===== config.mk =====
export PLATFORM = sky130hd
export DESIGN_NAME = fixed_point_serial_add
export DESIGN_NICKNAME = d
export VERILOG_FILES = /design/src/rtl/fixed_point_serial_add.sv
export SDC_FILE = /design/constraint.sdc
export NUM_CORES = 1
export LEC_CHECK = 0
export BUFFER_PORTS_ARGS = -buffer_cell sky130_fd_sc_hd__buf_4
export CORE_ASPECT_RATIO = 1.25
export CORE_MARGIN = 2
export CORE_UTILIZATION = 30
export CTS_CLUSTER_DIAMETER = 40
export DETAILED_ROUTE_END_ITERATION = 16
export HOLD_SLACK_MARGIN = 0.02
export SLEW_MARGIN = 20
export SYNTH_ARGS = -nofsm -noshare
export SYNTH_HDL_FRONTEND = slang
export SYNTH_SLANG_ARGS = --single-unit

===== constraint.sdc =====
create_clock -name clk -period 1.97 [get_ports clk]
set_input_delay 0.4925 -clock clk [delete_from_list [all_inputs] [get_ports clk]]
set_output_delay 0.4925 -clock clk [all_outputs]
set_load 0.01 [all_outputs]

===== src/rtl/fixed_point_serial_add.sv =====
// Digit-serial two's-complement adder: c = a + b + carry_in, D bits per clock, one operation in flight.
// Define FIXED_POINT_SERIAL_ADD_OVERFLOW_EN to add the signed-overflow output and its logic.
module fixed_point_serial_add #(
    parameter int N = 32,
    parameter int D = 8
) (
    input  logic         clk,
    input  logic         rst_n,
    input  logic         in_valid,
    output logic         in_ready,
    input  logic [N-1:0] a,
    input  logic [N-1:0] b,
    input  logic         carry_in,
    output logic         out_valid,
    input  logic         out_ready,
    output logic [N-1:0] c,
    output logic         carry_out
`ifdef FIXED_POINT_SERIAL_ADD_OVERFLOW_EN
    ,
    output logic         overflow
`endif
);

    localparam int ND = (D > 0) ? N / D : 1;
    localparam int CW = (ND > 1) ? $clog2(ND) : 1;
    localparam int RW = (D < N) ? N - D : 1;

    if (N < 2 || D < 1 || D > N || (N % D) != 0) begin : gBadParams
        $error("fixed_point_serial_add: need N >= 2, 1 <= D <= N and N %% D == 0");
    end

    typedef enum logic [1:0] {IDLE, RUN, DONE} state_e;

    state_e         state_q, state_d;
    logic [N-1:0]   a_q, a_d, b_q, b_d;
    logic           cy_q, cy_d;
    logic [CW-1:0]  cnt_q, cnt_d;
    logic [RW-1:0]  r_q, r_d;
    logic [N-1:0]   c_q, c_d;
    logic           co_q, co_d;
    logic           in_ready_q, in_ready_d;
    logic           out_valid_q, out_valid_d;

    logic [D:0]     digitSum;
    logic [N-1:0]   resNext;
    logic [RW-1:0]  resShift;
    logic           lastDigit;

    assign digitSum  = {1'b0, a_q[D-1:0]} + {1'b0, b_q[D-1:0]} + {{D{1'b0}}, cy_q};
    assign lastDigit = (cnt_q == CW'(ND - 1));

    // Earlier digits are kept in r_q; the current digit lands on top of them.
    if (D < N) begin : gShift
        assign resNext  = {digitSum[D-1:0], r_q};
        assign resShift = resNext[N-1:D];
    end else begin : gSingle
        assign resNext  = digitSum[D-1:0];
        assign resShift = r_q;
    end

`ifdef FIXED_POINT_SERIAL_ADD_OVERFLOW_EN
    logic ov_q, ov_d;
    logic msbCarryIn;

    // Carry into the top bit, recovered from the top digit's sum and operand bits.
    assign msbCarryIn = digitSum[D-1] ^ a_q[D-1] ^ b_q[D-1];
    assign overflow   = ov_q;
`endif

    always_ff @(posedge clk or negedge rst_n) begin
        if (!rst_n) begin
            state_q     <= IDLE;
            a_q         <= '0;
            b_q         <= '0;
            cy_q        <= 1'b0;
            cnt_q       <= '0;
            r_q         <= '0;
            c_q         <= '0;
            co_q        <= 1'b0;
            in_ready_q  <= 1'b0;
            out_valid_q <= 1'b0;
`ifdef FIXED_POINT_SERIAL_ADD_OVERFLOW_EN
            ov_q        <= 1'b0;
`endif
        end else begin
            state_q     <= state_d;
            a_q         <= a_d;
            b_q         <= b_d;
            cy_q        <= cy_d;
            cnt_q       <= cnt_d;
            r_q         <= r_d;
            c_q         <= c_d;
            co_q        <= co_d;
            in_ready_q  <= in_ready_d;
            out_valid_q <= out_valid_d;
`ifdef FIXED_POINT_SERIAL_ADD_OVERFLOW_EN
            ov_q        <= ov_d;
`endif
        end
    end

    always_comb begin
        state_d     = state_q;
        a_d         = a_q;
        b_d         = b_q;
        cy_d        = cy_q;
        cnt_d       = cnt_q;
        r_d         = r_q;
        c_d         = c_q;
        co_d        = co_q;
        out_valid_d = out_valid_q;
`ifdef FIXED_POINT_SERIAL_ADD_OVERFLOW_EN
        ov_d        = ov_q;
`endif
        case (state_q)
            IDLE: begin
                if (in_valid && in_ready_q) begin
                    a_d     = a;
                    b_d     = b;
                    cy_d    = carry_in;
                    cnt_d   = '0;
                    r_d     = '0;
                    state_d = RUN;
                end
            end
            RUN: begin
                cy_d  = digitSum[D];
                r_d   = resShift;
                a_d   = a_q >> D;
                b_d   = b_q >> D;
                cnt_d = cnt_q + CW'(1);
                if (lastDigit) begin
                    c_d         = resNext;
                    co_d        = digitSum[D];
                    out_valid_d = 1'b1;
                    state_d     = DONE;
`ifdef FIXED_POINT_SERIAL_ADD_OVERFLOW_EN
                    ov_d        = msbCarryIn ^ digitSum[D];
`endif
                end
            end
            DONE: begin
                if (out_ready) begin
                    out_valid_d = 1'b0;
                    state_d     = IDLE;
                end
            end
            default: state_d = IDLE;
        endcase
        in_ready_d = (state_d == IDLE);
    end

    assign in_ready  = in_ready_q;
    assign out_valid = out_valid_q;
    assign c         = c_q;
    assign carry_out = co_q;

endmodule

==> summary.txt <==
Yosys
  – Cell type with the largest total area after synthesis: sky130_fd_sc_hd__dfrtp_1
  – Share of synthesized flip-flops with an asynchronous set or reset: 1.00
  – Area share of the leading cell type in the synthesized netlist: 0.565
  – EDFF count, synth: 0
  – Mapped Avg Cell Area: 9.81 µm²
  – Post-Synthesis Cell Area: 5670 µm²
  – Top cells by area in the synthesized netlist: sky130_fd_sc_hd__dfrtp_1 56%, sky130_fd_sc_hd__nand2_1 12%, sky130_fd_sc_hd__a31oi_1 5.3%
  – Yosys warning count: 0
  – Seq cells post-synth: 128
  – Syn Inst Count: 578
  – Sequential-to-total area share from yosys stat: 0.565
  – Main flop type after synthesis: sky130_fd_sc_hd__dfrtp_1
  – Count of cell types in the netlist: 35
  – Nets in the synthesized netlist: 657

Die
  – Chip Width: 127 µm
  – Cell Rows: 56
  – Count of pins on the block boundary: 104
  – Full die area: 20000 µm²
  – Vert. Die Dim: 158 µm
  – Initial core utilization: 0.304
  – Total core area: 18600 µm²

Finish
  – Proportion of layout cells with a drive suffix above 1: 0.270
  – Relative area change from synthesis to final layout: 30.5%
  – Post-route insts no fill: 925
  – Layout Utilization: 0.397
  – Number of nets in the final layout: 758
  – Post-route cell area: 7400 µm²
  – Number of fillers in the final layout: 1881

Min path
  – Worst hold-check path type: input pin to flop

Setup path
  – Worst path bufs/invs: 1
  – CP Cell Sequence: fa_2, inv_2, fa_2, nor2b_2, o31a_1, o21ai_2, nor3b_4, o31ai_1
  – Cell with the biggest individual delay on the critical path: sky130_fd_sc_hd__fa_2
  – Worst setup path category: flop to flop
  – Crit Path Max Fanout: 2
  – Most prevalent standard cell on the critical path: sky130_fd_sc_hd__fa_2
  – Startpoint type of the worst setup path: flop
  – Peak per-stage delay on the critical path: 0.41 ns
  – Delay-heaviest family, CP: adder cells
  – Crit. End Element: flop
  – Data arrival time of the critical path: 2.31 ns
  – Required time reported for the critical path endpoint: 2.27 ns

Timing
  – Maximum achievable frequency: 497 MHz
  – Final hold violation count: 0
  – Max-slew headroom: 0.726
  – Setup repair after global routing missed its margin: true
  – Part of the cycle the worst path needs: 1.02
  – Slew Limit Fails: 0
  – Worst hold slack after final layout: 0.314 ns
  – Clock skew: 0.00493 ns
  – Actual transition at the worst max-transition pin: 0.412 ns
  – Final worst setup slack: -0.0435 ns
  – Setup TNS Final: -0.0977 ns
  – Clock period minus final worst setup slack: 2.01 ns
  – Endpoints failing setup: 4

Global routing
  – Number of global-route vias before repair: 4217
  – Initial antenna violation count: 1
  – Global route total overflow: 0
  – Maximum number of pins on one net before global-route repair: 90
  – Global-route usage over all layers: 0.142
  – Global-route wire length before repair: 22200 µm

Outcome
  – Violations in the final reports: negative setup slack
  – Run status: complete, but fails checks

Power and ir drop
  – Leakage power of the design: 3.60 nW
  – Power density normalized to cell area: 1840 nW/µm²
  – Overall power consumption: 13.6 mW
  – IR Drop Worst-Case VDD: 759 µV

CTS
  – Number of buffers between clock root and the deepest sink: 2
  – Clock transition at path regs: 0.06 ns
  – # clock sinks: 128
  – TritonCTS clock tree: built
  – Root Buffer Master: sky130_fd_sc_hd__clkbuf_16
  – H-tree level count: 4
  – Cts bufs inserted: 17
  – Source-to-sink clock delay at the later pin of the worst-skew pair: 0.41 ns

Place
  – Placed standard-cell area: 6720 µm²
  – Cell total after placement: 887
  – Port-buffer cells: 103
  – Setup slack after placement: -0.107 ns
  – Last weighted congestion value of the routability-driven placer: 0.834
  – HPWL Detailed: 9220 µm

Detailed routing
  – DR iter-0 viols: 239
  – Count of TritonRoute iterations in the first routing pass: 5
  – Wirelength, routed: 13700 µm
  – Via density: 4.66
  – Average wire per cell in the routed design: 14.8 µm
  – Number of vias after detailed routing: 4308
  – Remaining antenna violation count after routing: 0
  – Number of DRC violations after detailed routing: 0

Job
  – Number of maximum-capacitance constraint violations: 0
[layer usage]
metal  share of wire  GRT usage  vias to the layer above  wire (µm)
met5               0          0                        -          0
met4           0.027     0.0628                        0        377
met3           0.034     0.0328                       18        471
met2            0.49      0.233                       97       6680
met1            0.45      0.180                     2045       6190
li1                -          -                     2148          -
[where the power goes]
group / total [mW] / switching, mW / internal [mW] / leakage, nW
Clock: 3.29 / 1.24 / 2.05 / 0.300
Sequential: 4.64 / 0.770 / 3.87 / 1.59
Combinational: 5.68 / 3.09 / 2.59 / 1.71
[placed cells by master, fill, tap and decap left out, types with 3 or more instances in the layout]
cell	instances
sky130_fd_sc_hd__nand2_1	179
sky130_fd_sc_hd__dfrtp_1	128
sky130_fd_sc_hd__buf_4	111
sky130_fd_sc_hd__nor2_1	55
sky130_fd_sc_hd__a31oi_1	48
sky130_fd_sc_hd__nand3_1	24
sky130_fd_sc_hd__a21oi_1	22
sky130_fd_sc_hd__mux2_4	20
sky130_fd_sc_hd__clkbuf_16	17
sky130_fd_sc_hd__o21ai_0	13
sky130_fd_sc_hd__ha_1	8
sky130_fd_sc_hd__buf_12	7
sky130_fd_sc_hd__mux2_1	5
sky130_fd_sc_hd__inv_1	4
sky130_fd_sc_hd__xor2_1	4
sky130_fd_sc_hd__inv_6	4
sky130_fd_sc_hd__o21ai_1	3
sky130_fd_sc_hd__bufinv_16	3
[kinds of logic after synthesis]
logic type,Yosys count,share of synthesized area
buffers and inverters,43,0.0437
xor gates and xnor gates,4,0.00617
adders and majority gates,10,0.0247
and+or+nand+nor,267,0.189
DFF,128,0.565
muxes,26,0.0648
AOI/OAI and AO/OA,100,0.107
[repair_timing]
item	in CTS	in global routing
gates resized for setup	4	5
setup buffers	2	2
pin swaps	5	3
hold buffers	1	0
setup endpoints to repair	6	10
hold endpoints to repair	38	0
[path summary, 6_finish.rpt]
path,startpoint,endpoint,slack (ns),cells past startpoint
worst min register to register,c[29],c[29],0.48,2
min in group asynchronous,rst_n,c[1],0.56,2
worst max register to register,a_q[0],r_q[22],-0.04,8
worst min-delay path,b[30],b_q[30],0.31,3
worst max-delay path,a_q[0],r_q[22],-0.04,8
max in group asynchronous,rst_n,r_q[22],0.84,3
[registers in the layout, summed over array words and instances, names as in the netlist, 2 cells and up]
signal,cells
a_q,32
r_q,24
b_q,32
cnt_q,2
state_q,2
c,32
[cell usage after synthesis (2+ instances only)]
cell type                  count
sky130_fd_sc_hd__mux2_1        5
sky130_fd_sc_hd__ha_1          8
sky130_fd_sc_hd__buf_6         4
sky130_fd_sc_hd__a21o_1        2
sky130_fd_sc_hd__and3_1        2
sky130_fd_sc_hd__buf_4         3
sky130_fd_sc_hd__xor2_1        4
sky130_fd_sc_hd__nor2b_1       2
sky130_fd_sc_hd__nand2_1     180
sky130_fd_sc_hd__clkbuf_8      2
sky130_fd_sc_hd__nor2_1       55
sky130_fd_sc_hd__o21a_1        2
sky130_fd_sc_hd__a21oi_1      22
sky130_fd_sc_hd__dfrtp_1     128
sky130_fd_sc_hd__o21ai_1       3
sky130_fd_sc_hd__clkbuf_1     17
sky130_fd_sc_hd__buf_2        11
sky130_fd_sc_hd__inv_1         5
sky130_fd_sc_hd__mux2_4       20
sky130_fd_sc_hd__o31ai_1       2
sky130_fd_sc_hd__o21bai_1      2
sky130_fd_sc_hd__nand3_1      25
sky130_fd_sc_hd__a31oi_1      48
sky130_fd_sc_hd__fa_1          2
sky130_fd_sc_hd__o21ai_0      14
[worst register-to-register path, cell delays in order (launching register included)]
cell	delay [ns]
sky130_fd_sc_hd__dfrtp_1	0.40
sky130_fd_sc_hd__fa_2	0.41
sky130_fd_sc_hd__inv_2	0.07
sky130_fd_sc_hd__fa_2	0.21
sky130_fd_sc_hd__nor2b_2	0.05
sky130_fd_sc_hd__o31a_1	0.26
sky130_fd_sc_hd__o21ai_2	0.17
sky130_fd_sc_hd__nor3b_4	0.24
sky130_fd_sc_hd__o31ai_1	0.08
[layout make-up]
type                       count  area, µm²  share of cell area
timing repair buffer         120        995               0.134
antenna                        1       2.50            0.000338
tap                          232        290              0.0392
clock buffer                  18        439              0.0593
inverter                       5       18.8             0.00253
multi-input combinational    407       2280               0.308
sequential                   128       3200               0.433
clock inverter                14        179              0.0242
(Power assumes the default switching activity.)
